--- src/rtl/ysyx_25040129_arbiter.sv ---
// rtl/ysyx_25040129_arbiter.sv - two-master (IFU/LSU) to single AXI-lite master arbiter
//
// Purpose:
//   Shares one AXI-lite style master port between the instruction fetch unit
//   (read only) and the load/store unit (read and write). At most one
//   transaction is in flight. The grant is registered: a request seen in IDLE
//   enters its forwarding state on the next edge, and each completed
//   transaction returns through one IDLE cycle before the next grant.
//   IFU/LSU ties go to whichever side was not granted last; within the LSU a
//   read beats a write.
//
// Ports:
//   clk, rst                       clock, asynchronous active-low reset
//   ifu_ar*/ifu_r*                 IFU read address / read data channels
//   lsu_ar*/lsu_r*                 LSU read address / read data channels
//   lsu_aw*/lsu_w*/lsu_b*          LSU write address / write data / response
//   ar*/r*/aw*/w*/b*               shared master side towards the crossbar
//
// Parameters:
//   IFU_ARSIZE                     arsize driven for every IFU fetch

module ysyx_25040129_arbiter #(
  parameter logic [2:0] IFU_ARSIZE = 3'b010
) (
  input  logic        clk,
  input  logic        rst,

  input  logic [31:0] ifu_araddr,
  input  logic        ifu_arvalid,
  output logic        ifu_arready,
  output logic [31:0] ifu_rdata,
  output logic [1:0]  ifu_rresp,
  output logic        ifu_rvalid,
  input  logic        ifu_rready,

  input  logic [31:0] lsu_araddr,
  input  logic [2:0]  lsu_arsize,
  input  logic        lsu_arvalid,
  output logic        lsu_arready,
  output logic [31:0] lsu_rdata,
  output logic [1:0]  lsu_rresp,
  output logic        lsu_rvalid,
  input  logic        lsu_rready,

  input  logic [31:0] lsu_awaddr,
  input  logic        lsu_awvalid,
  output logic        lsu_awready,
  input  logic [31:0] lsu_wdata,
  input  logic [3:0]  lsu_wstrb,
  input  logic        lsu_wvalid,
  output logic        lsu_wready,
  output logic [1:0]  lsu_bresp,
  output logic        lsu_bvalid,
  input  logic        lsu_bready,

  output logic [31:0] araddr,
  output logic [2:0]  arsize,
  output logic        arvalid,
  input  logic        arready,
  input  logic [31:0] rdata,
  input  logic [1:0]  rresp,
  input  logic        rvalid,
  output logic        rready,
  output logic [31:0] awaddr,
  output logic        awvalid,
  input  logic        awready,
  output logic [31:0] wdata,
  output logic [3:0]  wstrb,
  output logic        wvalid,
  input  logic        wready,
  input  logic [1:0]  bresp,
  input  logic        bvalid,
  output logic        bready
);

  typedef enum logic [1:0] {
    IDLE   = 2'd0,
    IFU_RD = 2'd1,
    LSU_RD = 2'd2,
    LSU_WR = 2'd3
  } state_t;

  localparam logic GRANT_IFU = 1'b0;
  localparam logic GRANT_LSU = 1'b1;

  state_t state;
  state_t state_nxt;
  state_t lsu_state;
  logic   last_grant;
  logic   last_grant_nxt;
  logic   aw_done;
  logic   aw_done_nxt;
  logic   w_done;
  logic   w_done_nxt;
  // Low for the first edge after reset release, so no grant is issued on
  // that edge even if a requester is already waiting.
  logic   arb_en;

  logic   ifu_req;
  logic   lsu_rd_req;
  logic   lsu_wr_req;
  logic   lsu_req;
  logic   aw_fire;
  logic   w_fire;

  assign ifu_req    = ifu_arvalid;
  assign lsu_rd_req = lsu_arvalid;
  assign lsu_wr_req = lsu_awvalid && lsu_wvalid;
  assign lsu_req    = lsu_rd_req || lsu_wr_req;
  assign lsu_state  = lsu_rd_req ? LSU_RD : LSU_WR;

  // AW and W may complete in either order; the done flags mask the
  // channel afterwards so each is issued exactly once per write.
  assign aw_fire = (state == LSU_WR) && lsu_awvalid && !aw_done && awready;
  assign w_fire  = (state == LSU_WR) && lsu_wvalid  && !w_done  && wready;

  always_ff @(posedge clk or negedge rst) begin
    if (!rst) begin
      state      <= IDLE;
      last_grant <= GRANT_IFU;
      aw_done    <= 1'b0;
      w_done     <= 1'b0;
      arb_en     <= 1'b0;
    end else begin
      state      <= state_nxt;
      last_grant <= last_grant_nxt;
      aw_done    <= aw_done_nxt;
      w_done     <= w_done_nxt;
      arb_en     <= 1'b1;
    end
  end

  always_comb begin
    state_nxt      = state;
    last_grant_nxt = last_grant;
    aw_done_nxt    = aw_done;
    w_done_nxt     = w_done;

    ifu_arready = 1'b0;
    ifu_rdata   = 32'h0;
    ifu_rresp   = 2'b00;
    ifu_rvalid  = 1'b0;
    lsu_arready = 1'b0;
    lsu_rdata   = 32'h0;
    lsu_rresp   = 2'b00;
    lsu_rvalid  = 1'b0;
    lsu_awready = 1'b0;
    lsu_wready  = 1'b0;
    lsu_bresp   = 2'b00;
    lsu_bvalid  = 1'b0;
    araddr      = 32'h0;
    arsize      = 3'b000;
    arvalid     = 1'b0;
    rready      = 1'b0;
    awaddr      = 32'h0;
    awvalid     = 1'b0;
    wdata       = 32'h0;
    wstrb       = 4'b0000;
    wvalid      = 1'b0;
    bready      = 1'b0;

    case (state)
      IDLE: begin
        if (arb_en) begin
          if (ifu_req && lsu_req) begin
            state_nxt = (last_grant == GRANT_IFU) ? lsu_state : IFU_RD;
          end else if (ifu_req) begin
            state_nxt = IFU_RD;
          end else if (lsu_req) begin
            state_nxt = lsu_state;
          end
        end
      end

      IFU_RD: begin
        araddr      = ifu_araddr;
        arsize      = IFU_ARSIZE;
        arvalid     = ifu_arvalid;
        ifu_arready = arready;
        ifu_rdata   = rdata;
        ifu_rresp   = rresp;
        ifu_rvalid  = rvalid;
        rready      = ifu_rready;
        if (rvalid && ifu_rready) begin
          state_nxt      = IDLE;
          last_grant_nxt = GRANT_IFU;
        end
      end

      LSU_RD: begin
        araddr      = lsu_araddr;
        arsize      = lsu_arsize;
        arvalid     = lsu_arvalid;
        lsu_arready = arready;
        lsu_rdata   = rdata;
        lsu_rresp   = rresp;
        lsu_rvalid  = rvalid;
        rready      = lsu_rready;
        if (rvalid && lsu_rready) begin
          state_nxt      = IDLE;
          last_grant_nxt = GRANT_LSU;
        end
      end

      LSU_WR: begin
        awaddr      = lsu_awaddr;
        awvalid     = lsu_awvalid && !aw_done;
        lsu_awready = awready && !aw_done;
        wdata       = lsu_wdata;
        wstrb       = lsu_wstrb;
        wvalid      = lsu_wvalid && !w_done;
        lsu_wready  = wready && !w_done;
        lsu_bresp   = bresp;
        lsu_bvalid  = bvalid;
        bready      = lsu_bready;
        if (aw_fire) begin
          aw_done_nxt = 1'b1;
        end
        if (w_fire) begin
          w_done_nxt = 1'b1;
        end
        // Leaving the state wins over any same-cycle set so the flags
        // always start clear for the next write.
        if (bvalid && lsu_bready) begin
          state_nxt      = IDLE;
          last_grant_nxt = GRANT_LSU;
          aw_done_nxt    = 1'b0;
          w_done_nxt     = 1'b0;
        end
      end

      default: begin
        state_nxt   = IDLE;
        aw_done_nxt = 1'b0;
        w_done_nxt  = 1'b0;
      end
    endcase
  end

endmodule

--- config.mk ---
export PLATFORM = sky130hd
export DESIGN_NAME = ysyx_25040129_arbiter
export DESIGN_NICKNAME = d
export VERILOG_FILES = /design/src/rtl/ysyx_25040129_arbiter.sv
export SDC_FILE = /design/constraint.sdc
export NUM_CORES = 1
export LEC_CHECK = 0
export ABC_AREA = 1
export CORE_AREA = 2 2 144 146
export CTS_CLUSTER_SIZE = 28
export DETAILED_ROUTE_END_ITERATION = 7
export DIE_AREA = 0 0 146 148
export GPL_TIMING_DRIVEN = 0
export PLACE_DENSITY = 0.46
export SETUP_SLACK_MARGIN = 0.05
export SYNTH_ARGS = -nofsm -noshare
export SYNTH_HDL_FRONTEND = slang
export SYNTH_SLANG_ARGS = --single-unit
export TNS_END_PERCENT = 5
--- constraint.sdc ---
create_clock -name clk -period 1.7 [get_ports clk]
set_input_delay 0.255 -clock clk [delete_from_list [all_inputs] [get_ports clk]]
set_output_delay 0.255 -clock clk [all_outputs]
set_load 0.005 [all_outputs]
# == Word level (Yosys, flattened, before mapping) ==
# Index checks and enable logic that the tools add are counted.
# classes
eq_ne,8
muxes,40
reduce_logical,26
# ops
op,n
$mux 32,4
$pmux 32 s2,1
$mux 2,11
$mux 1,18
$logic_and 1x1->1,15
$pmux 2 s4,1
$ne 2x2->1 const B,3
$pmux 3 s2,1
$reduce_and 5->1,1
$eq 2x2->1 const B,2
$mux 4,1
$ne 4x4->1 const B,1
$pmux 1 s2,2
$reduce_and 2->1,2
$reduce_and 4->1,1
$reduce_bool 2->1,2
$pmux 1 s3,1
$reduce_bool 3->1,1
$eq 2x1->1 const B,1
$logic_not 1->1,2
$logic_not 2->1,1
$ne 2x1->1 const B,1
$logic_or 1x1->1,1
# totals
input_bits,185
word_cells,79
ff_bits,6
output_inout_bits,185

# == Longest topological paths before layout ==
# depth
word_depth,7
ltp_mapped,9
ltp_nobuf,8

# == Least setup slack after synthesis ==
# No wires, ideal clock.
# synth_path
path_kind,register to output
start,register state[0]
end,output port araddr[12]
arrival_ns,1.229
slack_ns,0.216
t_required_ns,1.445
path_buffers,1
path_stages_with_launch,6
cell_sequence,dfrtp_1 inv_1 ha_1 clkinv_1 clkbuf_1 a21oi_1
# synth_between
elab_chain_len,2
word_cells_on_any_way,3
cone_classes,eq/ne: 2; mux: 1
# synth_lines
element,line,text
"start, declared",86,state_t state;
"start signal, assigned",125,state <= state_nxt;
$eq 2x2->1 / $eq 2x1->1 (equally long branches),162,case (state)
$pmux 32 s2 (*),162,
"end, declared",56,"output logic [31:0] araddr,"
# Every way passes the cells marked *; elsewhere a longest branch is shown, timed or not.

# == Worst setup path after layout ==
# layout_path
start,register state[1]
end,output port ifu_rdata[28]
# layout_between
elab_chain_len,2
# layout_lines
element,line,text
$eq 2x1->1,162,
$mux 32,162,
"end, declared",31,"output logic [31:0] ifu_rdata,"
# Every way passes these cells.

==> impl_metrics.toml <==
[detailed_routing]
route.antenna.remaining_nets = 0
routed_wire_length_per_instance_um = 13.8
wirelength_um = 16200
via_per_inst = 3.61
vias = 4241
drcViolationCount = 0
drt_pass1_iterations = 4
detail_route.iter0.violations = 80

[timing]
timing.hold.ws_ns = 0.278
finalClockSkew_ns = 0.000387
max_freq_mhz = 510
min_period_over_period_pct = 115
timing.final.crit_period_ns = 1.96
finalSetupViolations = 117
maxSlewViolCount = 0
final-hold-violation-count = 0
fin_ws_ns = -0.263
setup_repair_after_global_routing_missed_its_margin = "yes"

[clock_network]
cts_buffer_depth = 2
tritoncts_clock_tree = "done"
cts_sinks = 6
numCtsBuffers = 3
ctsHoldBuffers = 0
htree_levels = 1
path_clk_slew_ns = 0.03
insertion_delay_ns = 0.22
cts_root_buf = "clkbuf_16"

[die]
core_area_sq_um = 20000
floorplan.die.width_um = 146
start_util_pct = 10.7
pin_count = 370
row_count = 52
die-height_um = 148
fp.dieArea_sq_um = 21600

[placement]
hpwlAfterDp_um = 13300
finalWeightedCongestion = 0.747
port_buffers = 369

[grt]
grt_max_degree = 11
grt_remaining_overflow = 0
vias_in_the_first_global_route = 4375
grt_pass1_wl_um = 23800
grtUsageTotal_pct = 13.9
antenna_found_initial = 0

[yosys]
synth.yosys.seq_area_share_pct = 7.03
synth_seq_cells = 6
top_cell_types_by_occurrence_after_synthesis = "nand2_1, inv_1, a21oi_1"
number_of_enable_type_register_cells_in_the_synthesized_netlist = 0
synth.net_count = 679
synth_top_area_share_pct = 41.8
synth_area_per_inst_sq_um = 4.37
yosysMostFrequentCell = "nand2_1"
yosys_warnings = 0
netlist.top_cell.by_area = "nand2_1"
synth.distinct_cells = 17
postSynth.topFlopCell = "dfrtp_1"
synth.top_cells.by_area = "nand2_1, inv_1, a21oi_1"
async_reset_ff_share_pct = 100
netlist_area_sq_um = 2140
synthesis.instances = 489

[cells_and_area]
antennaDiodeCount = 0
syn2layout_area_growth_pct = 216
post_route_cells_drive_above_1_share_pct = 38.6
num-nets-final = 1096

[power]
vdd.ir_drop.worst_mv = 0.414
p_per_area_nw_per_um2 = 1020
power_leakage_nw = 4.32
total_power_w = 0.00689

[setup_path]
worst_path_largest_cell_delay_ns = 0.42
crit_path_end_kind = "primary output"
cp_data_required_time_ns = 1.44
cpLargestDelayFamily = "buffers and inverters"
worstRegToRegCells = 13
timing.critical_path.depth = 9
worstPathArrival_ns = 1.71
start_kind = "flip-flop"
crit_chain = "inv_2 > ha_2 > buf_6 > buf_8 > bufbuf_16 > buf_4 > nand2_1 > inv_1 > buf_2"
critPathKind = "reg -> out"
path_max_fanout = 5
worst_path_bufs_invs = 7
timing.critical_path.slowest_stage_cell = "dfrtp_2"

[outcome]
run_status = "finished, violations left"
violations = "setup timing"

[min_path]
hold_path_class = "in -> async"

[flow_run]
drv_cap = 0
-- where the power goes --
| group | internal (W) | leakage, nW | switching, W |
|---|---|---|---|
| Combinational | 0.00335 | 4.21 | 0.00290 |
| Sequential | 0.000204 | 0.0691 | 0.0000634 |
| Clock | 0.000301 | 0.0370 | 0.0000719 |
| Total | 0.00386 | 4.32 | 0.00303 |
-- through the flow --
stage / setup WS [ns] / cells / cell area [sq um] / TNS (ns) / util [%]
after detailed placement: -0.719 / 1128 / 6170 / -69.55 / 30.8
after global placement: -0.744 / 1128 / 6170 / -70.50 / 30.8
after global routing: -0.336 / 1174 / 6750 / -20.36 / 33.7
after floorplan: 0.216 / 489 / 2140 / 0 / -
final: -0.263 / 1174 / 6750 / -10.74 / 33.7
after CTS: -0.339 / 1159 / 6610 / -32.94 / 33.0
-- cell usage in the layout (no fill, tap or decap), drive strengths merged --
| master | count |
|---|---|
| clkdlybuf4s50 | 184 |
| clkbuf | 73 |
| buf | 150 |
| dfrtp | 6 |
| ha | 5 |
| a21oi | 38 |
| inv | 155 |
| nor2 | 9 |
| clkinv | 1 |
| clkdlybuf4s15 | 13 |
| dlymetal6s2s | 13 |
| nand3 | 4 |
| o21ai | 2 |
| dlygate4sd2 | 8 |
| nand4 | 1 |
| conb | 1 |
| bufbuf | 1 |
| nand2 | 240 |
-- flip-flops by register name, indices dropped and copies added, names as in the netlist --
signal / cells
last_grant: 1
state: 2
arb_en: 1
aw_done: 1
w_done: 1
-- path summary, 6_finish.rpt --
path                       startpoint       endpoint  slack (ns)
setup / recovery             state[1]  ifu_rdata[28]       -0.26
setup reg to reg             state[1]       state[1]       -0.04
hold / removal                    rst         arb_en        0.28
hold reg to reg            last_grant     last_grant        0.54
min in group clk           last_grant     last_grant        0.54
max in group asynchronous         rst       state[0]        1.18
-- routing by layer --
layer	global-route usage, %	share of wire, %
met5	0	0
met3	3.92	8.5
met2	29.2	56
met4	0.728	0
met1	14.0	35
-- timing repair --
item,CTS,global route
endpoints found under the setup margin,185,188
cloned,5,5
pin swaps,7,9
gates resized for setup,495,290
setup buffers,24,10
-- layout make-up --
cell class,count,area (sq um)
inverter,156,601
tap,270,338
timing repair buffer,413,3610
clock buffer,3,75.1
sequential,6,153
fill,2307,13300
multi-input combinational,300,1560
buffer,26,413
-- kinds of logic (layout without fill, tap and decap cells) --
kind of cell	after synthesis	in the layout	share of synthesized area [%]
AO/OA/AOI/OAI	40	40	9.37
buffers and inverters	183	598	35.1
adder cells (fa/ha/maj)	5	5	2.93
other	1	1	0.176
flip-flops	6	6	7.03
AND/OR/NAND/NOR	254	254	45.3
(Power assumes the default switching activity.)
